`config.mk`:
```
export PLATFORM = sky130hd
export DESIGN_NAME = ov7670_stream_emulator
export DESIGN_NICKNAME = d
export VERILOG_FILES = /design/src/rtl/ov7670_stream_emulator.sv
export SDC_FILE = /design/constraint.sdc
export NUM_CORES = 1
export LEC_CHECK = 0
export BUFFER_PORTS_ARGS = -buffer_cell sky130_fd_sc_hd__buf_2
export CAP_MARGIN = 30
export CORE_ASPECT_RATIO = 0.5
export CORE_MARGIN = 2
export CORE_UTILIZATION = 30
export DETAILED_ROUTE_END_ITERATION = 10
export GPL_ROUTABILITY_DRIVEN = 0
export SYNTH_ARGS = -nofsm -noshare
export SYNTH_HDL_FRONTEND = slang
export SYNTH_SLANG_ARGS = --single-unit
export TNS_END_PERCENT = 20
```
`constraint.sdc`:
```
create_clock -name clk -period 17.5 [get_ports clk]
set_input_delay 3.5 -clock clk [delete_from_list [all_inputs] [get_ports clk]]
set_output_delay 3.5 -clock clk [all_outputs]
set_load 0.01 [all_outputs]
```
`src/rtl/ov7670_stream_emulator.sv`:
```
// OV7670-style RGB565 pixel-stream source (pclk/href/vsync/data, high byte first).
// Define OV7670_EMU_FRAME_TAG_EN to replace pixel (0,0) of each frame with frame_cnt.
module ov7670_stream_emulator #(
    parameter int IMG_WIDTH   = 160,
    parameter int IMG_HEIGHT  = 120,
    parameter int H_BLANK     = 16,
    parameter int VSYNC_LINES = 3,
    parameter int V_BACK      = 2,
    parameter int V_FRONT     = 2,
    parameter int CLK_DIV     = 2
) (
    input  logic        clk,
    input  logic        reset,
    input  logic        enable,
    input  logic [1:0]  pattern_sel,
    input  logic [15:0] solid_rgb,
    output logic        pclk,
    output logic        href,
    output logic        vsync,
    output logic [7:0]  data,
    output logic        frame_done,
    output logic [15:0] frame_cnt,
    output logic        busy
);

    typedef enum logic [2:0] {IDLE, VSYNC, VBACK, ACTIVE, VFRONT} state_t;

    localparam int DW        = (CLK_DIV > 1) ? $clog2(CLK_DIV) : 1;
    localparam int LINE_LEN  = 2 * IMG_WIDTH + H_BLANK;
    localparam int ACT_BYTES = 2 * IMG_WIDTH;
    localparam int BAR_W     = IMG_WIDTH / 8;
    localparam logic [DW-1:0] DIV_LAST = DW'(CLK_DIV - 1);

    state_t      state_q, state_d;
    logic [DW-1:0] div_q, div_d;
    logic        pclk_q, pclk_d;
    logic [15:0] byte_q, byte_d;
    logic [15:0] line_q, line_d;
    logic [1:0]  pat_q, pat_d;
    logic [15:0] solid_q, solid_d;
    logic        href_q, href_d;
    logic        vsync_q, vsync_d;
    logic [7:0]  data_q, data_d;
    logic        done_q, done_d;
    logic [15:0] fcnt_q, fcnt_d;
    logic        busy_q, busy_d;
    logic        tick_s, fall_s;
    logic [15:0] x_s, pix_s;
    logic [5:0]  y_s;

    function automatic logic [15:0] state_lines(input state_t s);
        case (s)
            VSYNC:   state_lines = 16'(VSYNC_LINES);
            VBACK:   state_lines = 16'(V_BACK);
            ACTIVE:  state_lines = 16'(IMG_HEIGHT);
            VFRONT:  state_lines = 16'(V_FRONT);
            default: state_lines = 16'd1;
        endcase
    endfunction

    // Bar index by threshold comparison avoids a divider for non-power-of-two widths.
    function automatic logic [2:0] bar_index(input logic [15:0] x);
        logic [2:0] idx;
        idx = 3'd0;
        for (int k = 1; k < 8; k++) begin
            if (x >= 16'(k * BAR_W)) idx = idx + 3'd1;
            else                     idx = idx;
        end
        return idx;
    endfunction

    function automatic logic [15:0] bar_color(input logic [2:0] i);
        case (i)
            3'd0:    bar_color = 16'hFFFF;
            3'd1:    bar_color = 16'hFFE0;
            3'd2:    bar_color = 16'h07FF;
            3'd3:    bar_color = 16'h07E0;
            3'd4:    bar_color = 16'hF81F;
            3'd5:    bar_color = 16'hF800;
            3'd6:    bar_color = 16'h001F;
            default: bar_color = 16'h0000;
        endcase
    endfunction

    function automatic logic [15:0] pattern_pixel(input logic [1:0] sel, input logic [15:0] solid,
                                                  input logic [15:0] x, input logic [5:0] y,
                                                  input logic fc0);
        case (sel)
            2'd0:    pattern_pixel = solid;
            2'd1:    pattern_pixel = bar_color(bar_index(x));
            2'd2:    pattern_pixel = {x[4:0], y, 5'b00000};
            2'd3:    pattern_pixel = (x[3] ^ y[3] ^ fc0) ? 16'hFFFF : 16'h0000;
            default: pattern_pixel = solid;
        endcase
    endfunction

    // Divider, frame sequencing and output next-state; outputs derive from next stream state.
    always_comb begin
        state_d = state_q;
        div_d   = div_q;
        pclk_d  = pclk_q;
        byte_d  = byte_q;
        line_d  = line_q;
        pat_d   = pat_q;
        solid_d = solid_q;
        fcnt_d  = fcnt_q;
        done_d  = 1'b0;

        tick_s = (div_q == DIV_LAST);
        fall_s = tick_s & pclk_q;
        if (tick_s) begin
            div_d  = '0;
            pclk_d = ~pclk_q;
        end else begin
            div_d  = div_q + DW'(1);
            pclk_d = pclk_q;
        end

        if (fall_s) begin
            case (state_q)
                IDLE: begin
                    if (enable) begin
                        state_d = VSYNC;
                        byte_d  = 16'd0;
                        line_d  = 16'd0;
                        pat_d   = pattern_sel;
                        solid_d = solid_rgb;
                    end else begin
                        state_d = IDLE;
                    end
                end
                VSYNC, VBACK, ACTIVE, VFRONT: begin
                    if (byte_q == 16'(LINE_LEN - 1)) begin
                        byte_d = 16'd0;
                        if (line_q == state_lines(state_q) - 16'd1) begin
                            line_d = 16'd0;
                            case (state_q)
                                VSYNC:  state_d = VBACK;
                                VBACK:  state_d = ACTIVE;
                                ACTIVE: state_d = VFRONT;
                                VFRONT: begin
                                    done_d = 1'b1;
                                    fcnt_d = fcnt_q + 16'd1;
                                    if (enable) begin
                                        state_d = VSYNC;
                                        pat_d   = pattern_sel;
                                        solid_d = solid_rgb;
                                    end else begin
                                        state_d = IDLE;
                                    end
                                end
                                default: state_d = IDLE;
                            endcase
                        end else begin
                            line_d = line_q + 16'd1;
                        end
                    end else begin
                        byte_d = byte_q + 16'd1;
                    end
                end
                default: state_d = IDLE;
            endcase
        end else begin
            state_d = state_q;
        end

        x_s   = {1'b0, byte_d[15:1]};
        y_s   = line_d[5:0];
        pix_s = pattern_pixel(pat_d, solid_d, x_s, y_s, fcnt_q[0]);
`ifdef OV7670_EMU_FRAME_TAG_EN
        if ((x_s == 16'd0) && (line_d == 16'd0)) pix_s = fcnt_q;
        else                                     pix_s = pix_s;
`endif
        vsync_d = (state_d == VSYNC);
        href_d  = (state_d == ACTIVE) && (byte_d < 16'(ACT_BYTES));
        busy_d  = (state_d != IDLE);
        if (href_d) data_d = byte_d[0] ? pix_s[7:0] : pix_s[15:8];
        else        data_d = 8'h00;
    end

    // State and output registers with synchronous reset.
    always_ff @(posedge clk) begin
        if (reset) begin
            state_q <= IDLE;
            div_q   <= '0;
            pclk_q  <= 1'b0;
            byte_q  <= 16'd0;
            line_q  <= 16'd0;
            pat_q   <= 2'd0;
            solid_q <= 16'd0;
            href_q  <= 1'b0;
            vsync_q <= 1'b0;
            data_q  <= 8'h00;
            done_q  <= 1'b0;
            fcnt_q  <= 16'd0;
            busy_q  <= 1'b0;
        end else begin
            state_q <= state_d;
            div_q   <= div_d;
            pclk_q  <= pclk_d;
            byte_q  <= byte_d;
            line_q  <= line_d;
            pat_q   <= pat_d;
            solid_q <= solid_d;
            href_q  <= href_d;
            vsync_q <= vsync_d;
            data_q  <= data_d;
            done_q  <= done_d;
            fcnt_q  <= fcnt_d;
            busy_q  <= busy_d;
        end
    end

    assign pclk       = pclk_q;
    assign href       = href_q;
    assign vsync      = vsync_q;
    assign data       = data_q;
    assign frame_done = done_q;
    assign frame_cnt  = fcnt_q;
    assign busy       = busy_q;

endmodule

```
**Word level (Yosys, flattened, before mapping)**

Cells that the tools add are included.

- Register bits after elaboration: 83
- Input bits: 21
- Output and inout bits: 29
- Word-level logic and storage cells: 124

- Add/subtract/negate cells: 11
- $lt $le $gt $ge: 8
- Equal/unequal tests: 19
- Multiplexer cells: 50
- Bitwise gates (word level): 9
- Reduce and logical (&&, ||, !) cells: 13

Operators by type and width:

| kind | count |
|---|---|
| $mux W16 | 15 |
| $pmux W16 S7 | 1 |
| $pmux W16 S2 | 3 |
| $pmux W16 S4 | 1 |
| $add A16 B1 Y16 const B | 3 |
| $mux W3 | 16 |
| $ge A15 B7 Y1 const B | 3 |
| $ge A15 B6 Y1 const B | 2 |
| $pmux W7 S3 | 1 |
| $add A3 B1 Y3 const B | 6 |
| $eq A16 B16 Y1 | 1 |
| $eq A16 B9 Y1 const B | 1 |
| $lt A16 B9 Y1 const B | 1 |
| $sub A16 B1 Y16 const B | 1 |
| $eq A3 B2 Y1 const B | 5 |
| $ge A15 B5 Y1 const B | 1 |
| $ge A15 B8 Y1 const B | 1 |
| $eq A3 B3 Y1 const B | 4 |
| $pmux W3 S4 | 1 |
| $mux W2 | 5 |
| $eq A3 B1 Y1 const B | 3 |
| $mux W8 | 1 |
| $logic_not A3 Y1 | 2 |
| $mux W6 | 1 |
| other kinds (19) | 31 |

**Longest topological paths before layout**

Gate-level depths: netlist of the first run.

- Word-level depth: 36
- Depth in mapped cells: 28
- Depth with buffers taken out: 26

**Worst setup path after synthesis of the first run**

Ideal clock, no wire load.

- Kind: input -> register
- Start point: input enable
- End point: register data_q[7], in the netlist data[7]
- Setup time: 0.088 ns
- Data arrival time: 8.288 ns
- Required time: 17.412 ns
- Path slack: 9.124 ns
- Stages on the path: 23
- Buffers on the path: 1
- Cells stage by stage: nor4_2 > or3_1 > buf_2 > a31o_1 > a21oi_1 > or4b_1 > nor2_1 > and3_1 > ha_1 > xnor2_1 > ha_1 > mux2_2 > ha_1 > inv_1 > a21boi_0 > ha_1 > nand2b_1 > and3_1 > ha_1 > nor3b_1 > nor3_2 > o21a_1 > a311oi_2

- Cells in the longest elaborated chain, start to end: 28
- Elaborated cells between the ends (all ways): 73
- Those cells by class: add/sub: 6; order compare: 8; eq/ne: 10; mux: 42; bitwise: 3; reduce/logical: 4

Ends and longest elaborated chain:

| what | line | RTL |
|---|---|---|
| start: declaration | 14 | `input logic enable,` |
| $mux W16 | 122 | `if (enable) begin` |
| $pmux W16 S2 | 120 | `case (state_q)` |
| $mux W16 | 119 | `if (fall_s) begin` |
| $ge A15 B5 Y1 | 66 | `if (x >= 16'(k * BAR_W)) idx = idx + 3'd1;` |
| $mux W1 | 66 |  |
| $mux W3 | 88 | `case (sel)` |
| $add A3 B1 Y3 | 66 |  |
| $mux W3 | 66 |  |
| (+12 left out) | - |  |
| $mux W3 | 88 |  |
| $add A3 B1 Y3 | 66 |  |
| $mux W3 | 66 |  |
| $mux W3 | 88 |  |
| $eq A3 B3 Y1 (tied with other cells) | 73 | `case (i)` |
| $pmux W16 S7 | 73 |  |
| $pmux W16 S4 | 88 |  |
| $mux W8 | 177 | `if (href_d) data_d = byte_d[0] ? pix_s[7:0] : pix_s[15:8];` |
| end signal: assignment | 207 | `data_q <= data_d;` |
| end: declaration | 43 | `logic [7:0] data_q, data_d;` |

Parallel ways exist; a longest one is shown, timed or not. The select of a mux whose other input is x is not followed.
A chain may end at the register's enable or synchronous reset.

**Final worst setup path of the first run**

Ends and elaborated chain as after synthesis.

==> results of run 1 <==
cells in the mapped netlist (all sizes together) (14+ instances only):
cell type / n / share of area [%]
inv: 17 / 1.3
o21ai: 27 / 2.7
xor2: 15 / 2.7
mux2i: 23 / 4.8
nand2: 50 / 3.8
buf: 16 / 2.0
and3: 14 / 1.8
xnor2: 16 / 2.8
nor3: 14 / 1.8
nand4: 21 / 2.7
nor2: 87 / 6.6
or3: 15 / 1.9
nand3: 26 / 2.7
dfxtp: 83 / 34
clkbuf: 15 / 1.1
a21oi: 28 / 2.8
area by class of cell:
cell class / instances / area, um^2
sequential: 83 / 1660
multi-input combinational: 475 / 3040
tap: 227 / 284
clock buffer: 12 / 246
timing repair buffer: 53 / 275
inverter: 17 / 63.8
fill: 1686 / 10600
clock inverter: 4 / 33.8
worst min-delay path: stages, from the launching register on:
cell and delay, ns:
dfxtp_1 0.31, mux2i_1 0.07, nor2_1 0.08
path summary, 6_finish.rpt:
| path | to | slack, ns | cells past startpoint |
|---|---|---|---|
| setup reg to reg | data[7] | 10.65 | 23 |
| setup / recovery | data[7] | 8.51 | 23 |
| hold / removal | solid_q[2] | 0.49 | 2 |
| hold reg to reg | solid_q[2] | 0.49 | 2 |
stage by stage:
step                      instance area [um^2]  setup WS [ns]
after global placement                    5330           8.50
after global routing                      5610           8.13
after CTS                                 5610           8.60
after detailed placement                  5330           8.26
final                                     5610           8.51
after floorplan                           4920           9.12
power breakdown:
group          leakage (nW)  total [W]  internal [W]  switching, W
sequential            0.669   0.000191      0.000190    0.00000104
combinational          1.47  0.0000193    0.00000727     0.0000120
clock                 0.133   0.000180      0.000101     0.0000792
total                  2.27   0.000391      0.000299     0.0000922
flip-flops by register name, indices dropped and copies added (netlist names):
name	count
byte_q	16
frame_cnt	16
line_q	16
solid_q	16
data	8
state_q	3
pat_q	2
busy	1
div_q	1
frame_done	1
href	1
pclk	1
vsync	1
metal layers:
metal  GRT usage, %  up-vias  share of wire (%)
li1               -     2271                  -
met1           22.2     2120                 50
met2           22.9      137                 42
met3           3.70       15                6.2
met4           4.43        0                1.1
met5              0        -                  0
kinds of logic (layout without fill, tap and decap cells):
family	Yosys count	after routing	synth area share (%)
simple gates	282	282	30.2
compound gates	123	123	17.1
flops	83	83	33.8
xor+xnor	32	32	5.97
buf+inv	48	86	4.42
mux	27	27	5.67
fa+ha+maj	11	11	2.80
==> summary.md, run 1 <==
| Metric | Value |
|---|---|
| Vias in the first global route | 4127 |
| Finished Layout Cells | 871 |
| Sequential share of the synthesized area | 33.8% |
| Top FF cell, synth | dfxtp_1 |
| Critical path's top delay family | simple AND/OR/NAND/NOR gates |
| RSZ-0062 raised after global routing | no |
| Worst setup EP type | flop |
| Max-cap check violation count | 0 |
| CP max-delay cell | or3_1 |
| CTS resizes | 0 |
| Die Y | 94.6 um |
| Dpl cells | 855 |
| Overall Global Routing Usage | 15.5% |
| RR Startpoint | byte_q[0] |
| Max Fclk | 111 MHz |
| CP Cell Sequence | buf_2, nor4_2, or3_1, a31o_1, a21oi_1, or4b_1, nor2_1, and3_1, ha_1, xnor2_1, ha_1, mux2_2, ha_1, inv_1, a21boi_0, ha_1, nand2b_1, and3_1, ha_1, nor3b_1, nor3_2, o21a_1, a311oi_2 |
| Cts bufs inserted | 9 |
| Mapped cell area | 0.00492 mm^2 |
| Most frequent cells in the layout | nor2_1 (87), dfxtp_1 (83), nand2_1 (50) |
| Vias | 4543 |
| Die area | 0.0175 mm^2 |
| CP peak stage delay | 0.56 ns |
| CP startpoint | enable |
| Slew headroom | 47.9% |
| Netlist cell types | 79 |
| Global-route wire length before repair | 21500 um |
| Finished Core Util | 34.6% |
| CP startpoint kind | primary input |
| Status | finished clean |
| H-Tree Depth | 3 |
| Yosys warning count | 0 |
| Row Count | 33 |
| DR WL/cell | 15.2 um |
| Core area | 0.0162 mm^2 |
| Initial Util | 30.3% |
| Worst-skew pair later-pin latency | 0.35 ns |
| Nets | 671 |
| Buffer depth of the longest clock path | 2 |
| Post-CTS Setup Bufs | 0 |
| CTS Root Cell | clkbuf_16 |
| WP data arrival | 9.24 ns |
| IO Pins | 50 |
| Hold WC Path Type | flop to flop |
| Commonest non-fill, non-tap cell in the layout | nor2_1 |
| Leakage | 2.27 nW |
| Final setup vio count | 0 |
| Most used cell, CP | ha_1 |
| Post-synth EDFFs | 0 |
| Final hold slack | 0.487 ns |
| Slew @ Worst Pin | 0.779 ns |
| Largest net degree at the start of global routing | 65 |
| Setup tns final | 0 ns |
| GRT overflow | 0 |
| Synthesized flop and latch total | 83 |
| Layout area overhead | 13.9% |
| Maximum vdd drop | 0.0326 mV |
| Synthesized area per cell | 8.12 um^2 |
| DP Wirelength | 9750 um |
| Power per Cell Area | 69.7 mW/mm^2 |
| Crit path time final | 8.99 ns |
| Die Wd | 185 um |
| N_diodes | 0 |
| Clk_skew | 0.0152 ns |
| Clock sink count | 83 |
| Total wire length | 13300 um |
| Remaining antenna violation count | 0 |
| Clock slew at reported path FFs | 0.07 ns |
| Ys async rst share | 0% |
| Crit Path Max Fanout | 15 |
| Worst EP required | 17.76 ns |
| Syn nets | 638 |
| Initial drt markers | 316 |
| HP Start | solid_q[2] |
| Antenna violations before repair | 0 |
| Initial DRT Pass Iterations | 5 |
| Final Hold Fails | 0 |
| CTS hold repair buffers | 0 |
| Buf/Inv on CP | 2 |
| PnR Total Power | 0.000391 W |
| I/O Buffers | 49 |
| Max Slew Vio Count | 0 |
| Synth Instances | 606 |
| Layout cells sized above 1 | 14.4% |
| CTS tree | built |
| DRC viols | 0 |
| Setup Crit Path Kind | primary input to flop |
| Final period util | 51.3% |
| Avg Vias per Cell | 5.22 |
(Power assumes the default switching activity.)
==> run 2, diff against run 1 <==
ABC_AREA = 1   (was not set)
clock period = 7.67 ns   (was 17.5 ns; I/O delays follow)
==> summary.md, run 2 <==
| Metric | Value |
|---|---|
| Fraction of power spent switching nets | 25.6% (+2.0 points) |
| PnR Total Power | 0.000957 W (+140%) |
| Max Slew Vio Count | 0 (unchanged) |
| Core area | 0.0186 mm^2 (+14%) |
| Setup WS pre-CTS | 1.32 ns (-6.94 ns) |
| Setup tns final | 0 ns (unchanged) |
| Layout cells sized above 1 | 12.9% (-1.6 points) |
| Mapped cell area | 0.00574 mm^2 (+17%) |
| Critical path's top delay family | simple AND/OR/NAND/NOR gates |
| PnR worst setup slack | 1.66 ns (-6.85 ns) |
| CP max-delay cell | a21oi_2 |
| WP data arrival | 6.28 ns (-2.96 ns) |
| Combinational share of power | 7.6% (+2.7 points) |
| Fillers | 2042 (+21%) |
| Crit Path Max Fanout | 31 (+16) |
| Maximum vdd drop | 0.100 mV (+210%) |
| Setup Crit Path Kind | primary input to flop |
| CTS hold repair buffers | 0 (unchanged) |
| Clock network fraction of total power | 46.7% (+0.6 points) |
| Row Count | 35 (+6.1%) |
| WL met3 | 755 um (-8.6%) |
| Crit path time final | 6.01 ns |
| Leakage | 2.88 nW (+27%) |
| IO Pins | 50 (unchanged) |
| Buffer depth of the longest clock path | 2 (unchanged) |
| Final period util | 78.4% |
| Max Fclk | 166 MHz |
| P_sw | 0.000245 W (+170%) |
| CTS resizes | 0 (unchanged) |
| Final Hold Fails | 0 (unchanged) |
| Top FF cell, synth | dfxtp_1 |
| Netlist cell types | 45 (-43%) |
| Initial Util | 30.9% (+0.58 points) |
| Seq pwr share | 45.7% (-3.2 points) |
| Layout area overhead | 13.5% |
| Max-cap check violation count | 0 (unchanged) |
| Total wire length | 15700 um (+18%) |
| Top cells by area, synth | dfxtp_1 (29%), nand2_1 (15%), inv_1 (8.1%) |
| Die Wd | 200 um (+7.8%) |
| GRT overflow | 0 (unchanged) |
| Synth area leader | dfxtp_1 |
| Largest net degree at the start of global routing | 35 (-46%) |
| Clock sink count | 83 (unchanged) |
| H-Tree Depth | 3 (unchanged) |
| Ys async rst share | 0% (unchanged) |
| CTS tree | built |
| Slew headroom | 50.4% (+2.6 points) |
| Hold WC Path Type | flop to flop |
| Sequential share of the synthesized area | 28.9% (-4.8 points) |
| I/O Buffers | 49 (unchanged) |
| Synth Instances | 938 (+55%) |
| WL met2 | 6830 um (+22%) |
| Dpl cells | 1222 (+43%) |
| N_diodes | 0 (unchanged) |
| Finished Layout Cells | 1238 (+42%) |
| Synthesized area per cell | 6.12 um^2 (-25%) |
| CP peak stage delay | 0.36 ns (-0.20 ns) |
| Vias in the first global route | 5493 (+33%) |
| Power per Cell Area | 147 mW/mm^2 (+110%) |
| Cts bufs inserted | 9 (unchanged) |
| Remaining antenna violation count | 0 (unchanged) |
| DP Wirelength | 11800 um (+21%) |
| Status | finished clean |
| Die area | 0.0203 mm^2 (+16%) |
| Most used cell, CP | nand2_1 |
| Slew @ Worst Pin | 0.741 ns (-0.0382 ns) |
| Clk_skew | 0.0117 ns (-0.00348 ns) |
| Top post-synthesis cells by count | nand2_1 (235), inv_1 (124), nor2_1 (121) |
| Worst setup EP type | flop |
| Buf/Inv on CP | 5 (+3) |
| Initial DRT Pass Iterations | 5 (unchanged) |
| Global-route wire length before repair | 26400 um (+23%) |
| Post-synth EDFFs | 0 (unchanged) |
| DR WL/cell | 12.7 um (-17%) |
| DR top layer | met4 |
| Count leader, synth | nand2_1 |
| Critical Path Stages | 29 (+26%) |
| Clock slew at reported path FFs | 0.07 ns (about the same) |
| Die Y | 102 um (+7.7%) |
| Final setup vio count | 0 (unchanged) |
| Synthesized flop and latch total | 83 (unchanged) |
| Met1 Wirelength | 7920 um (+19%) |
| Worst-skew pair later-pin latency | 0.34 ns (about the same) |
| Avg Vias per Cell | 4.81 (-7.7%) |
| P_int | 0.000713 W (+140%) |
| Overall Global Routing Usage | 16.0% (+0.47 points) |
| Yosys warning count | 0 (unchanged) |
| Post-CTS Setup Bufs | 0 (unchanged) |
| DRC viols | 0 (unchanged) |
| RSZ-0062 raised after global routing | no |
| Syn nets | 970 (+52%) |
| Hold Crit Depth | 1 (-1) |
| Antenna violations before repair | 0 (unchanged) |
| Post-synth top area share | 28.9% (-4.8 points) |
| Vias | 5957 (+31%) |
| Worst EP required | 7.94 ns (-9.82 ns) |
| CP startpoint kind | primary input |
| Initial drt markers | 387 (+22%) |
| Commonest non-fill, non-tap cell in the layout | nand2_1 |
| Most frequent cells in the layout | nand2_1 (235), inv_1 (124), nor2_1 (121) |
| CTS Root Cell | clkbuf_16 |
| Nets | 1006 (+50%) |
| Worst R2R Path Depth | 33 (+43%) |
run 2: changes by cell type after synthesis, sizes merged, moves of 18 or more:
cell    delta
inv      +125
o21ai     +46
nor2      +48
mux2i     -18
nand2    +200
nand3     +30
o211ai    +19
a21oi     +23
run 2: logic make-up (layout without fill, tap and decap cells):
kind of cell	Yosys count	count (layout)	synth area share, %
AND/OR/NAND/NOR	490	490	37.6
AO/OA/AOI/OAI	171	171	17.3
buffers and inverters	170	211	11.6
flip-flops	83	83	28.9
adder cells (fa/ha/maj)	11	11	2.40
XOR/XNOR	8	8	1.22
multiplexers	5	5	0.872
run 2: power groups by stage:
stage | Clock [W] | Sequential, W | Combinational (W)
finish | 0.000448 | 0.000437 | 0.0000728
global route | 0.000475 | 0.000438 | 0.0000826
CTS | 0.000458 | 0.000437 | 0.0000722
detailed placement | 0 | 0.000447 | 0.0000717
global placement | 0 | 0.000447 | 0.0000697
floorplan | 0 | 0.000447 | 0.0000506
run 2: metrics by stage:
stage / hold slack [ns] / cell area (um^2) / utilization (%)
2_1_floorplan: 0.410 / 5740 / -
5_1_grt: 0.488 / 6510 / 35.1
3_5_place_dp: 0.424 / 6210 / 33.5
6_report: 0.431 / 6510 / 35.1
3_3_place_gp: 0.419 / 6190 / 33.3
4_1_cts: 0.434 / 6510 / 35.1
run 2: layer usage:
metal | GRT usage [%] | up-vias
met2 | 26.5 | 129
met1 | 21.8 | 2705
met4 | 3.65 | 0
met3 | 2.74 | 17
met5 | 0 | -
li1 | - | 3106
run 2: final timing paths:
check | startpoint | end | slack, ns
max | enable | data[7] | 1.66
max reg2reg | pclk | data[7] | 1.78
min | div_q | div_q | 0.43
min reg2reg | div_q | div_q | 0.43
run 2: final cells by class:
type | instances | area (um^2) | area share, %
well taps | 259 | 324 | 4.98
flip-flops and latches | 83 | 1660 | 25.5
multi-input cells | 685 | 3410 | 52.4
inverters | 144 | 543 | 8.34
clock buffers | 9 | 225 | 3.46
clock inverters | 7 | 76.3 | 1.17
repair buffers | 51 | 273 | 4.19
==> run 3, diff against run 2 <==
ABC_AREA = 0   (was 1)
clock period = 5.2 ns   (was 7.67 ns; I/O delays follow)
==> summary.md, run 3 (synthesis gave the netlist of run 1 again) <==
| Metric | Value |
|---|---|
| Crit path time final | 5.58 ns |
| Buffer depth of the longest clock path | 2 (unchanged) |
| CP Cell Sequence | buf_8, nor4_4, or3_4, a31o_1, a21oi_2, or4b_4, nor2_4, and3_4, ha_4, xnor2_4, ha_4, mux2_4, ha_4, inv_2, a21boi_1, ha_1, nand2b_4, and3_4, ha_4, nand2_2, xnor3_1, xor2_1, nand3_2, a221oi_2 |
| Worst R2R Path Depth | 25 (-24%) |
| Row Count | 33 (-5.7%) |
| DR top layer | met4 |
| Max-cap check violation count | 0 (unchanged) |
| IO Pins | 50 (unchanged) |
| CP startpoint kind | primary input |
| Initial drt markers | 424 (+9.6%) |
| Most frequent cells in the layout | buf_4 (105), nor2_1 (86), dfxtp_1 (83) |
| Die Wd | 185 um (-7.3%) |
| CTS tree | built |
| Buf/Inv on CP | 2 (-3) |
| Largest net degree at the start of global routing | 64 (+83%) |
| CP max-delay cell | or4b_4 |
| Final Hold Fails | 0 (unchanged) |
| Worst setup EP type | flop |
| Clk_skew | 0.0113 ns (-0.000432 ns) |
| Final hold slack | 0.493 ns (+0.0623 ns) |
| Die Y | 94.6 um (-7.1%) |
| H-Tree Depth | 3 (unchanged) |
| Hold WC Path Type | flop to flop |
| Commonest non-fill, non-tap cell in the layout | buf_4 |
| Remaining antenna violation count | 0 (unchanged) |
| Initial Util | 30.3% (-0.58 points) |
| Max Slew Vio Count | 0 (unchanged) |
| Layout area overhead | 34.2% |
| Core area | 0.0162 mm^2 (-13%) |
| CP endpoint | data[1] |
| Failing checks | negative setup slack |
| Setup Crit Path Kind | primary input to flop |
| Worst-skew pair later-pin latency | 0.35 ns (about the same) |
| Setup tns final | -2.50 ns (-2.50 ns) |
| Slew headroom | 54.7% (+4.3 points) |
| RSZ-0062 raised after global routing | yes |
| CP peak stage delay | 0.50 ns (+0.14 ns) |
| Power per Cell Area | 217 mW/mm^2 (+48%) |
| Max Fclk | 179 MHz |
| Overall Global Routing Usage | 17.6% (+1.7 points) |
| CTS Root Cell | clkbuf_16 |
| Critical path's top delay family | simple AND/OR/NAND/NOR gates |
| Total wire length | 15200 um (-3.4%) |
| Status | complete, but fails checks |
| Finished Core Util | 40.7% (+5.6 points) |
| Cts bufs inserted | 9 (unchanged) |
| DRC viols | 0 (unchanged) |
| PnR worst setup slack | -0.381 ns (-2.04 ns) |
| Die area | 0.0175 mm^2 (-14%) |
| Most used cell, CP | ha_4 |
| HP Start | solid_q[4] |
| Vias | 4987 (-16%) |
| WL met3 | 861 um (+14%) |
| PnR Total Power | 0.00144 W (+50%) |
| Maximum vdd drop | 0.135 mV (+35%) |
| Final period util | 107% |
| WP data arrival | 5.84 ns (-0.44 ns) |
| Setup slack, reg-to-reg | -0.30 ns (-2.08 ns) |
| Layout cells sized above 1 | 30.2% (+17 points) |
| Clock slew at reported path FFs | 0.07 ns (about the same) |
| Setup WS pre-CTS | -0.879 ns (-2.19 ns) |
| Final setup vio count | 8 (+8) |
| I/O Buffers | 49 (unchanged) |
| CP startpoint | enable |
| GRT overflow | 0 (unchanged) |
| Crit Path Max Fanout | 6 (-81%) |
| Worst EP required | 5.46 ns (-2.48 ns) |
| CTS hold repair buffers | 0 (unchanged) |
| Met1 Wirelength | 7410 um (-6.4%) |
| Vias in the first global route | 4696 (-15%) |
| Global-route wire length before repair | 24400 um (-7.7%) |
| Initial DRT Pass Iterations | 5 (unchanged) |
| Worst flop-to-flop path endpoint | data[1] |
| Antenna violations before repair | 0 (unchanged) |
| Leakage | 2.85 nW (-1.1%) |
| DR WL/cell | 15.6 um (+23%) |
| N_diodes | 0 (unchanged) |
| RR Startpoint | byte_q[1] |
| Critical Path Stages | 24 (-17%) |
| Clock sink count | 83 (unchanged) |
| Nets | 772 (-23%) |
| DP Wirelength | 11500 um (-3.2%) |
| Avg Vias per Cell | 5.13 (+6.6%) |
| Slew @ Worst Pin | 0.680 ns (-0.0614 ns) |
| WL met2 | 6690 um (-2.1%) |
==> run 3: final cells by class <==
type	count	area (um^2)
Timing Repair Buffer	154	1040
Sequential cell	83	1660
Multi-Input combinational cell	475	3230
Tap cell	227	284
Fill cell	1638	9620
Clock inverter	7	103
Inverter	17	63.8
Clock buffer	9	225
==> run 3: report_power, final <==
part	switching [W]	leakage [nW]	internal, W
clock	0.000285	0.163	0.000428
sequential	0.00000205	0.669	0.000640
combinational	0.0000468	2.02	0.0000337
==> run 3: worst min-delay path: cells and delay by family (launching register included) <==
kind,cells,cell delay (ns)
flops,1,0.31
simple gates,1,0.08
mux,1,0.07
==> run 3: stage by stage <==
step	std cells	instance area, um^2
after floorplan	606	5010
after global placement	954	6160
after detailed placement	954	6160
after CTS	971	6510
after global routing	972	6610
final	972	6610
==> run 3: metal layers <==
metal,vias up,global-route usage (%)
li1,2477,-
met1,2346,24.5
met2,147,27.7
met3,17,3.59
met4,0,5.22
met5,-,0
==> run 3: worst min path at each step <==
stage,to,cells after the start
3_3_place_gp,solid_q[4],2
3_5_place_dp,solid_q[4],2
4_1_cts,solid_q[4],2
2_1_floorplan,div_q,1
6_report,solid_q[4],2
5_1_grt,solid_q[4],2
==> run 3: repair_timing <==
action	4_1_cts	5_1_grt
pin swaps	5	15
resized for setup	4	18
setup endpoints to repair	8	8
buffers inserted	1	1
